File: config.mk
export PLATFORM = sky130hd
export DESIGN_NAME = osc_model_fixed
export DESIGN_NICKNAME = d
export VERILOG_FILES = /design/src/rtl/osc_model_pkg.sv /design/src/rtl/osc_model_fixed.sv
export SDC_FILE = /design/constraint.sdc
export NUM_CORES = 1
export LEC_CHECK = 0
export ABC_AREA = 1
export CAP_MARGIN = 20
export CORE_ASPECT_RATIO = 0.6
export CORE_UTILIZATION = 40
export CTS_CLUSTER_DIAMETER = 150
export DETAILED_ROUTE_END_ITERATION = 16
export GPL_ROUTABILITY_DRIVEN = 0
export PLACE_DENSITY_LB_ADDON = 0.05
export SKIP_CTS_REPAIR_TIMING = 1
export SYNTH_ARGS = -nofsm -noshare
export SYNTH_HDL_FRONTEND = slang
export SYNTH_SLANG_ARGS = --single-unit
File: constraint.sdc
create_clock -name emu_clk -period 3.2 [get_ports emu_clk]
set_clock_uncertainty 0.15 [all_clocks]
set_input_delay 0.32 -clock emu_clk [delete_from_list [all_inputs] [get_ports emu_clk]]
set_output_delay 0.32 -clock emu_clk [all_outputs]
set_load 0.05 [all_outputs]
File: src/rtl/osc_model_pkg.sv
// rtl/osc_model_pkg.sv - shared types, constants and helpers for the emulated oscillator
//
// Purpose: holds the default time-quantity width, the all-ones "no constraint"
// timestep value, the two-state controller enum and the zero-duration clamp.
// No ports (package).

package osc_model_pkg;

  localparam int DT_WIDTH_DEF = 32;

  // All-ones timestep: a requester that places no constraint on the time manager.
  localparam logic [DT_WIDTH_DEF-1:0] DT_MAX = {DT_WIDTH_DEF{1'b1}};

  typedef enum logic {LOAD, RUN} osc_state_t;

  // A zero-length phase would make the oscillator request dt=0 forever and
  // stall every other model, so durations are clamped to at least one unit.
  // Operates on 64 bits so any DT_WIDTH up to 64 can share it.
  function automatic logic [63:0] dur_min1(input logic [63:0] dur);
    return (dur == 64'd0) ? 64'd1 : dur;
  endfunction

endpackage

File: src/rtl/osc_model_fixed.sv
// rtl/osc_model_fixed.sv - fixed-point emulated oscillator driven by a granted timestep
//
// Purpose: tracks the time remaining in the current low/high phase, asks the
// time manager for exactly that much time, and toggles the emulated clock when
// the granted step consumes the phase.
// Configuration macro: OSC_MODEL_ERR_CHECK_EN (overshoot detection, sticky err).
//
// Ports:
//   emu_clk   in   emulator clock
//   emu_rst   in   asynchronous active-high reset
//   t_lo      in   low-phase duration  (DT_WIDTH)
//   t_hi      in   high-phase duration (DT_WIDTH)
//   emu_dt    in   timestep granted this cycle (DT_WIDTH)
//   dt_req    out  time remaining in the current phase, all-ones while loading
//   clk_val   out  emulated clock level
//   cke       out  combinational rising-edge enable (high the cycle before clk_val rises)
//   edge_cnt  out  count of rising edges, wraps silently
//   err       out  sticky overshoot flag (tied low without OSC_MODEL_ERR_CHECK_EN)

module osc_model_fixed
  import osc_model_pkg::*;
#(
  parameter int DT_WIDTH = DT_WIDTH_DEF,
  parameter bit INIT_HI  = 1'b0
) (
  input  logic                emu_clk,
  input  logic                emu_rst,
  input  logic [DT_WIDTH-1:0] t_lo,
  input  logic [DT_WIDTH-1:0] t_hi,
  input  logic [DT_WIDTH-1:0] emu_dt,
  output logic [DT_WIDTH-1:0] dt_req,
  output logic                clk_val,
  output logic                cke,
  output logic [31:0]         edge_cnt,
  output logic                err
);

  osc_state_t          state;
  logic [DT_WIDTH-1:0] rem;
  logic [DT_WIDTH-1:0] load_dur;
  logic [DT_WIDTH-1:0] next_dur;
  logic                hit;
  logic                over;
  logic                take_edge;

  assign hit  = (emu_dt == rem);
  assign over = (emu_dt > rem);

  // Duration of the phase we are entering: on LOAD it is the current level's
  // phase, on an edge it is the opposite level's phase.
  assign load_dur = DT_WIDTH'(dur_min1(64'(clk_val ? t_hi : t_lo)));
  assign next_dur = DT_WIDTH'(dur_min1(64'(clk_val ? t_lo : t_hi)));

`ifdef OSC_MODEL_ERR_CHECK_EN
  // Overshoot is an error: freeze instead of taking the edge.
  assign take_edge = hit;
`else
  // Overshoot is absorbed: the excess time is simply discarded.
  assign take_edge = hit | over;
`endif

  assign cke    = (state == RUN) & ~clk_val & take_edge;
  assign dt_req = (state == LOAD) ? {DT_WIDTH{1'b1}} : rem;

`ifdef OSC_MODEL_ERR_CHECK_EN
  logic err_q;
  assign err = err_q;
`else
  assign err = 1'b0;
`endif

  always_ff @(posedge emu_clk or posedge emu_rst) begin
    if (emu_rst) begin
      state    <= LOAD;
      rem      <= '0;
      clk_val  <= INIT_HI;
      edge_cnt <= '0;
`ifdef OSC_MODEL_ERR_CHECK_EN
      err_q    <= 1'b0;
`endif
    end else if (state == LOAD) begin
      rem   <= load_dur;
      state <= RUN;
    end else begin
      if (take_edge) begin
        clk_val <= ~clk_val;
        rem     <= next_dur;
        if (!clk_val) begin
          edge_cnt <= edge_cnt + 32'd1;
        end
`ifdef OSC_MODEL_ERR_CHECK_EN
      end else if (over) begin
        err_q <= 1'b1;
`endif
      end else begin
        // rem is never 0 in RUN, so emu_dt==0 lands here and holds rem.
        rem <= rem - emu_dt;
      end
    end
  end

endmodule

==> metrics.txt, run 1 <==
number of synthesized register bits=between 60 and 70; post-synth net total=about 1500; CP Max Fanout=8; Worst EP required=around 2.7 ns; DRT iter0 DRCs=approximately 800; ant diodes=0; CP Launch Type=register; # clock sinks=66; TritonCTS Buffers=9; Max transition margin=between 40% and 50%; Reg2Reg Capture Point=edge_cnt[13]; Worst setup EP type=primary output; Setup Viol. Count Final=0; CP max stage cell=fa_1; Via density=approximately 5; Slew @ Worst Pin=0.851 ns; Synthesis Warnings=0; Crit path max-delay family=simple AND/OR/NAND/NOR gates; I/O Pins=165; fillers=1899; Critical Path Start=rem[0]; Buf+Inv Stages, Crit Path=4; non-filler cells, final=between 1500 and 2000; Layout area overhead=28.7%; vias in the first global route=around 7400; Final TNS setup=0 ns; worst r2r src=rem[0]; Syn Area/Cell=between 5 and 6 sq um; gr usage total=approximately a quarter; crit path cell chain=inv_1, ha_1, fa_1, inv_1, nand2_1, nand2_1, nand3_1, nand2_2, nand2_1, nand2_2, nand2_1, nand2_2, nand2_4, nand3_4, inv_2, buf_12; Hold Path Class=input port to asynchronous set/reset pin; H-tree depth=3; Die Wd=~180 um; WP data arrival=2.58 ns; Seq/Total Area, Yosys=around 22%; Total Routed Length=~26 mm; total gr overflow=0; dpl hpwl=around 22 mm; PortBufs=between 150 and 200; R2R depth=18; max_cap viols=0; DR pass1 iterations=7; drc violations=0; f_max=328 MHz; Final min period=slightly above 3 ns; Mapped Area=around 7500 sq um; Tcrit/Tclk final=95.3%; Worst path max stage delay=about 0.41 ns; maximum VDD drop=about 510 uV; first-pass GRT wire length=about 39 mm; wire per inst=approximately 15 um; Syn Inst Count=approximately 1300; distinct cell type count after synthesis=38; commonest non-fill, non-tap cell in the layout=nand2_1; Hold Fails Final Rpt=0; Final Max Slew Viols=0; clock insertion delay at the later pin of the skew report=0.33 ns; Crit Path Class=register to primary output; Placement Rows=38; CTS tree=yes; P_leak=around 5.3 nW; ANT nets after route=0; Vias=~8600; initial cell density of the core=approximately 41%; share of cells above drive strength 1=8.10%; Placed Instances=between 1500 and 2000; clock buffer depth=2; Hold Slack=between 0.2 and 0.25 ns; largest net degree at the start of global routing=between 90 and 100; core footprint=~18000 sq um; critical path's most frequent cell=nand2_1; Die H=about 110 um; nets=approximately 1600; initial antenna violation count=0; Cell Pwr Density=roughly 800 nW/um^2; RSZ-0062 raised after global routing=false; most frequent cells in the layout=560 x nand2_1, 218 x inv_1, 132 x clkdlybuf4s50_1, 93 x nor2_1, 65 x dfrtp_1; outcome=completed; R2R Setup Slk=0.49 ns; CTS clk-pin slew, worst paths=roughly 0.050 ns; Root Driver=clkbuf_16; Die Footprint=roughly 19000 sq um
worst reg2reg max path, delay by kind of cell, from the launching register on:
family                     cells  cell delay (ns)
buffers and inverters          4             0.48
adders and majority gates      2             0.62
and+or+nand+nor               12             0.99
DFF                            1             0.37
area by class of cell:
cell class,count,area (sq um),area share [%]
Multi-Input combinational cell,1004,4810,49.9
Tap cell,240,300,3.12
Clock inverter,3,40.0,0.416
Clock buffer,13,240,2.50
Inverter,222,833,8.66
Sequential cell,66,1650,17.2
Timing Repair Buffer,186,1750,18.2
flip-flops by register name (all words and copies together) (netlist names):
| name | flops |
|---|---|
| edge_cnt | 32 |
| rem | 32 |
| clk_val | 1 |
| state | 1 |
power breakdown:
part	internal, W	switching, W	total (W)	leakage [nW]
Combinational	0.00189	0.00363	0.00552	4.30
Clock	0.000601	0.000354	0.000955	0.138
Sequential	0.00108	0.000232	0.00131	0.844
Total	0.00357	0.00421	0.00778	5.28
cell usage after synthesis (all sizes together):
cell type / count / share of area [%]
nor2: 95 / 4.8
buf: 19 / 1.7
inv: 222 / 11
nor3: 21 / 1.5
and2: 12 / 1.0
ha: 33 / 5.5
o22ai: 1 / 0.084
conb: 2 / 0.10
o21a: 5 / 0.50
nand3: 52 / 3.6
and3: 2 / 0.17
or2: 42 / 3.5
a21oi: 42 / 2.8
a21o: 1 / 0.10
fa: 1 / 0.27
nor4: 8 / 0.67
clkbuf: 17 / 0.85
nand3b: 3 / 0.30
xor2: 18 / 2.1
mux2i: 2 / 0.27
nand2: 565 / 29
o21ai: 54 / 3.6
dfrtp: 66 / 22
a21boi: 1 / 0.10
nand4: 16 / 1.3
xnor2: 26 / 3.0
o21bai: 2 / 0.20
kinds of logic (layout without fill, tap and decap cells):
logic type,count (synthesis),count (layout),share of synthesized area (%)
AO/OA/AOI/OAI,106,106,7.41
XOR/XNOR,44,44,5.15
adder cells (fa/ha/maj),34,34,5.79
buffers and inverters,258,424,13.7
flip-flops,66,66,22.1
multiplexers,2,2,0.268
other,2,2,0.100
AND/OR/NAND/NOR,816,816,45.5
how the worst max path moves through the flow:
stage	endpoint	slack [ns]	cells past startpoint
after CTS	cke	0.12	16
after global routing	cke	0.03	12
after floorplan	cke	0.75	16
after detailed placement	cke	0.17	16
after global placement	rem[2]	0.17	17
final	cke	0.15	16
through the flow:
stage | power, W | setup WS (ns) | util (%) | instance area (sq um)
after floorplan | 0.00521 | 0.747 | - | 7480
after global placement | 0.00673 | 0.167 | 51.4 | 9340
after detailed placement | 0.00676 | 0.170 | 51.4 | 9340
after CTS | 0.00775 | 0.117 | 53.0 | 9620
after global routing | 0.00846 | 0.0254 | 53.0 | 9620
final | 0.00778 | 0.152 | 53.0 | 9620
per-layer routing:
metal,track usage (%),routed length (um),vias to the layer above,share of wire [%]
met5,2.60,63,-,0.24
met3,9.96,3200,25,12
li1,-,-,4354,-
met1,41.6,13000,3793,50
met2,33.9,9550,384,37
met4,3.27,178,2,0.69
(Power assumes the default switching activity.)
==> run 2, diff against run 1 <==
--- a/config.mk
+++ b/config.mk
@@ -8,7 +8,7 @@
 export ABC_AREA = 1
 export CAP_MARGIN = 20
 export CORE_ASPECT_RATIO = 0.6
-export CORE_UTILIZATION = 40
+export CORE_UTILIZATION = 53
 export CTS_CLUSTER_DIAMETER = 150
 export DETAILED_ROUTE_END_ITERATION = 16
 export GPL_ROUTABILITY_DRIVEN = 0
==> metrics.txt, run 2 (same netlist as run 1, synthesis figures left out) <==
ANT nets after route=0; share of cells above drive strength 1=7.80%; initial antenna violation count=0; crit path cell chain=clkdlybuf4s50_1, ha_1, fa_1, inv_1, nand2_1, nand2_1, nand3_1, nand2_1, nand2_1, nand2_2, nand2_1, nand2_2, nand2_4, nand3_4, inv_2, buf_12; TritonCTS Buffers=9; Die Footprint=~15000 sq um; Die Wd=~160 um; Final Max Slew Viols=0; total power=0.00768 W; clock buffer depth=2; Hold Fails Final Rpt=0; Worst setup EP type=primary output; critical path's most frequent cell=nand2_1; Via density=between 5 and 6; Root Driver=clkbuf_16; CP max stage cell=clkdlybuf4s50_1; CP Launch Type=input port; R2R Setup Slk=around 0.47 ns; dpl hpwl=a little over 20 mm; Worst path max stage delay=about 0.40 ns; Cell Pwr Density=808 nW/um^2; # clock sinks=66; vias in the first global route=about 7600; Setup crit end=cke; Critical Path Start=emu_dt[0]; DR pass1 iterations=5; most frequent cells in the layout=561 x nand2_1, 218 x inv_1, 132 x clkdlybuf4s50_1, 93 x nor2_1, 65 x dfrtp_1; Setup Viol. Count Final=0; fillers=around 1300; Worst EP required=roughly 2.7 ns; core footprint=around 14000 sq um; largest net degree at the start of global routing=91; nets=about 1600; Placement Rows=33; WP data arrival=2.54 ns; wire per inst=14.9 um; outcome=completed; total gr overflow=0; P_leak=~5.2 nW; H-tree depth=3; R2R depth=16; Crit Path Class=input port to primary output; Tcrit/Tclk final=94.0%; Final TNS setup=0 ns; Vias=just under 9000; max_cap viols=0; CP Max Fanout=4; Crit path depth=16; non-filler cells, final=1679; Reg2Reg Capture Point=rem[22]; initial cell density of the core=around 55%; biggest regs=edge_cnt: 32 flops, rem: 32 flops; worst r2r src=rem[0]; PortBufs=163; Crit path max-delay family=simple AND/OR/NAND/NOR gates; Total Routed Length=around 25 mm; Slew @ Worst Pin=around 0.84 ns; Layout area overhead=27.2%; Hold Slack=0.119 ns; Die H=between 90 and 100 um; maximum VDD drop=approximately 560 uV; Placed Instances=~1700; DRT iter0 DRCs=between 900 and 1000; Max transition margin=a little over two fifths; gr usage total=about a third; ant diodes=0; drc violations=0; commonest non-fill, non-tap cell in the layout=nand2_1; Buf+Inv Stages, Crit Path=4; CTS clk-pin slew, worst paths=around 0.060 ns; f_max=about 330 MHz; Util after Layout=69.4%; clock insertion delay at the later pin of the skew report=roughly 0.34 ns; sequential cell area=between 1500 and 2000 sq um; RSZ-0062 raised after global routing=false; Final min period=3.01 ns; Hold Path Class=input port to asynchronous set/reset pin; first-pass GRT wire length=between 30 and 40 mm; CTS tree=yes; multi-input logic area=between 4000 and 5000 sq um; I/O Pins=roughly 170
run 2: area by class of cell:
class	instances	area share, %
multi-input cells	1004	50.5
repair buffers	179	18.0
flip-flops and latches	66	17.4
inverters	222	8.76
clock buffers	11	2.55
well taps	192	2.52
clock inverters	5	0.316
run 2: worst min path at each step:
stage                     slack [ns]      endpoint    startpoint
after floorplan                 0.39       rem[20]      t_lo[20]
after global placement          0.37  edge_cnt[31]  edge_cnt[31]
after detailed placement        0.40  edge_cnt[31]  edge_cnt[31]
after CTS                       0.13  edge_cnt[24]       emu_rst
after global routing            0.15  edge_cnt[21]       emu_rst
final                           0.12  edge_cnt[19]       emu_rst
run 2: metal layers:
metal	global-route usage, %	vias up	wire [um]
met5	3.66	-	64
met4	6.78	2	395
met3	10.9	43	3360
met2	48.0	480	9560
met1	51.8	3877	11600
li1	-	4347	-
run 2: worst reg2reg max path, stage by stage, from the launching register on:
cell and delay, ns:
dfrtp_1 0.32, inv_1 0.08, ha_1 0.22, fa_1 0.40, inv_1 0.07, nand2_1 0.04
nand2_1 0.13, nand3_1 0.09, nand2_1 0.16, nand2_1 0.09, nand2_2 0.08, nand2_1 0.06
nand2_2 0.08, nand2_4 0.08, buf_4 0.24, a21oi_1 0.22, a21oi_1 0.10
run 2: per-stage QoR:
stage                     area (sq um)  setup slack (ns)
after CTS                         9510             0.208
after floorplan                   7480             0.747
after global placement            9240             0.246
final                             9510             0.190
after global routing              9510            0.0104
after detailed placement          9240             0.201
run 2: report_power, final:
part           internal (W)  switching [W]  total [W]
Combinational       0.00185        0.00362    0.00547
Clock              0.000541       0.000371   0.000912
Sequential          0.00108       0.000221    0.00130
==> RTL edit (config.mk and constraints of run 1) <==
The option `OSC_MODEL_ERR_CHECK_EN` is turned on by a define.
--- a/src/rtl/osc_model_fixed.sv
+++ b/src/rtl/osc_model_fixed.sv
@@ -17,4 +17,6 @@
 //   edge_cnt  out  count of rising edges, wraps silently
 //   err       out  sticky overshoot flag (tied low without OSC_MODEL_ERR_CHECK_EN)
+
+`define OSC_MODEL_ERR_CHECK_EN
 
 module osc_model_fixed
Formal check against the unedited RTL: not equivalent (a bounded check fails within 4 cycles, from zero or initial values and one cycle with emu_rst high).
==> RTL edit against run 1 <==
  * Die area grew 4.2%
  * Sequential share of layout area shrank 0.68 points
  * First-iteration DRC count grew 32%
  * Via count grew 7.1%
  * Combinational power shrank 18%
  * Setup slack lost 21 ps
  * Largest power group unchanged
  * Wire length grew 13%
  * Non-clock buffer count grew 17
  * Total power shrank 9.8%
  * Sequential cell count grew 1
  * Synthesized area grew 4.2%
  * Final area grew 5.7%
==> RTL edit: results (changes against run 1) <==
status finished clean; Crit Reg-Reg Startpoint rem[0]$_DFFE_PP0P_; dpl cells 1844 (+7.3%); DPL Wire Length 24400 um (+12%); CP max stage cell clkdlybuf4s50_1; count of cell types in the netlist 35 (-7.9%); placed instance area 9830 um2 (+5.2%); gr usage total 0.296 (+0.0299); clock latency at the later pin of the worst-skew pair 350 ps (+20 ps); Reg2Reg Setup Slack 320 ps (-170 ps); Sw Share 0.527 (-0.0146); Ant. Diodes 0 (unchanged); Placement Setup Slack 8.07 ps (-162 ps); Slew @ Worst Pin 791 ps (-60.9 ps); CP max FO 39 (+31); First DRT Iteration DRCs 1060 (+32%); P_sw 3.70 mW (-12%); routed via count 9164 (+7.1%); commonest cells in the netlist nand2_1, inv_1, o21ai_0; P_leak 5.67 nW (+7.3%); drt pass-1 iters 6 (-1); Top Family by Delay on Critical Path simple AND/OR/NAND/NOR gates; WL met3 3570 um (+12%); CP peak stage delay 460 ps (+50 ps); Hold Slack 260 ps (+29.4 ps); met1 Use GR 0.497 (+0.0811); Clock power frac 0.164 (+0.041); vias in the first global route 8020 (+8.3%); Synth Instances 1416 (+6.6%); WL final 29400 um (+13%); reg-to-reg endpoint rem[21]$_DFFE_PP0P_; share of cells above drive strength 1 0.0841 (+0.00307); sequential area share after synthesis 0.215 (-0.00579); mux cell area share after synthesis 0 (-0.00268); max layer used met5; IO buf count 164 (+0.61%); Worst R2R Path Depth 17 (-1); post-synthesis compound-gate area fraction 0.0913 (+0.0172); Synth Area in XOR/XNOR 0.0427 (-0.00884); Mapped Nets 1548 (+6.0%); Max VDD drop 298 uV (-41%); Nets 1721 (+6.2%); top cells by area, synth nand2_1, dfrtp_1, inv_1; first-pass GRT wire length 44700 um (+14%); CP startpoint emu_dt[4]; met2 GRT Util 0.334 (-0.00554); arrival time at the worst endpoint 2600 ps (+20 ps); Post-Synth Adder-Cell Area 0.0555 (-0.00236); met2 wire len 9310 um (-2.5%); M1 wire length 16300 um (+25%); M3 GR Usage 0.0979 (-0.00168)
-- RTL edit: cell count changes in the layout (fill, tap and decap cells not counted), moves of 14 or more --
cell	change
inv_1	+26
a21oi_1	-19
xnor2_1	-15
nand2_1	+45
nand3_1	+17
or2_2	-14
o21ai_0	+50
-- RTL edit: final cells by class --
| type | count | area (um2) |
|---|---|---|
| fill | 2022 | 8900 |
| multi-input combinational | 1058 | 4990 |
| timing repair buffer | 203 | 1900 |
| sequential | 67 | 1680 |
| inverter | 250 | 938 |
| tap | 266 | 333 |
| clock buffer | 10 | 239 |
| clock inverter | 6 | 95.1 |
-- RTL edit: how the worst max path moves through the flow --
stage / to / slack (ps) / cells after the start
final: cke / 130 / 13
after global routing: cke / 20 / 13
after CTS: cke / 140 / 11
after detailed placement: rem[27]$_DFFE_PP0P_ / 8 / 16
after global placement: rem[21]$_DFFE_PP0P_ / 20 / 17
after floorplan: cke / 860 / 11
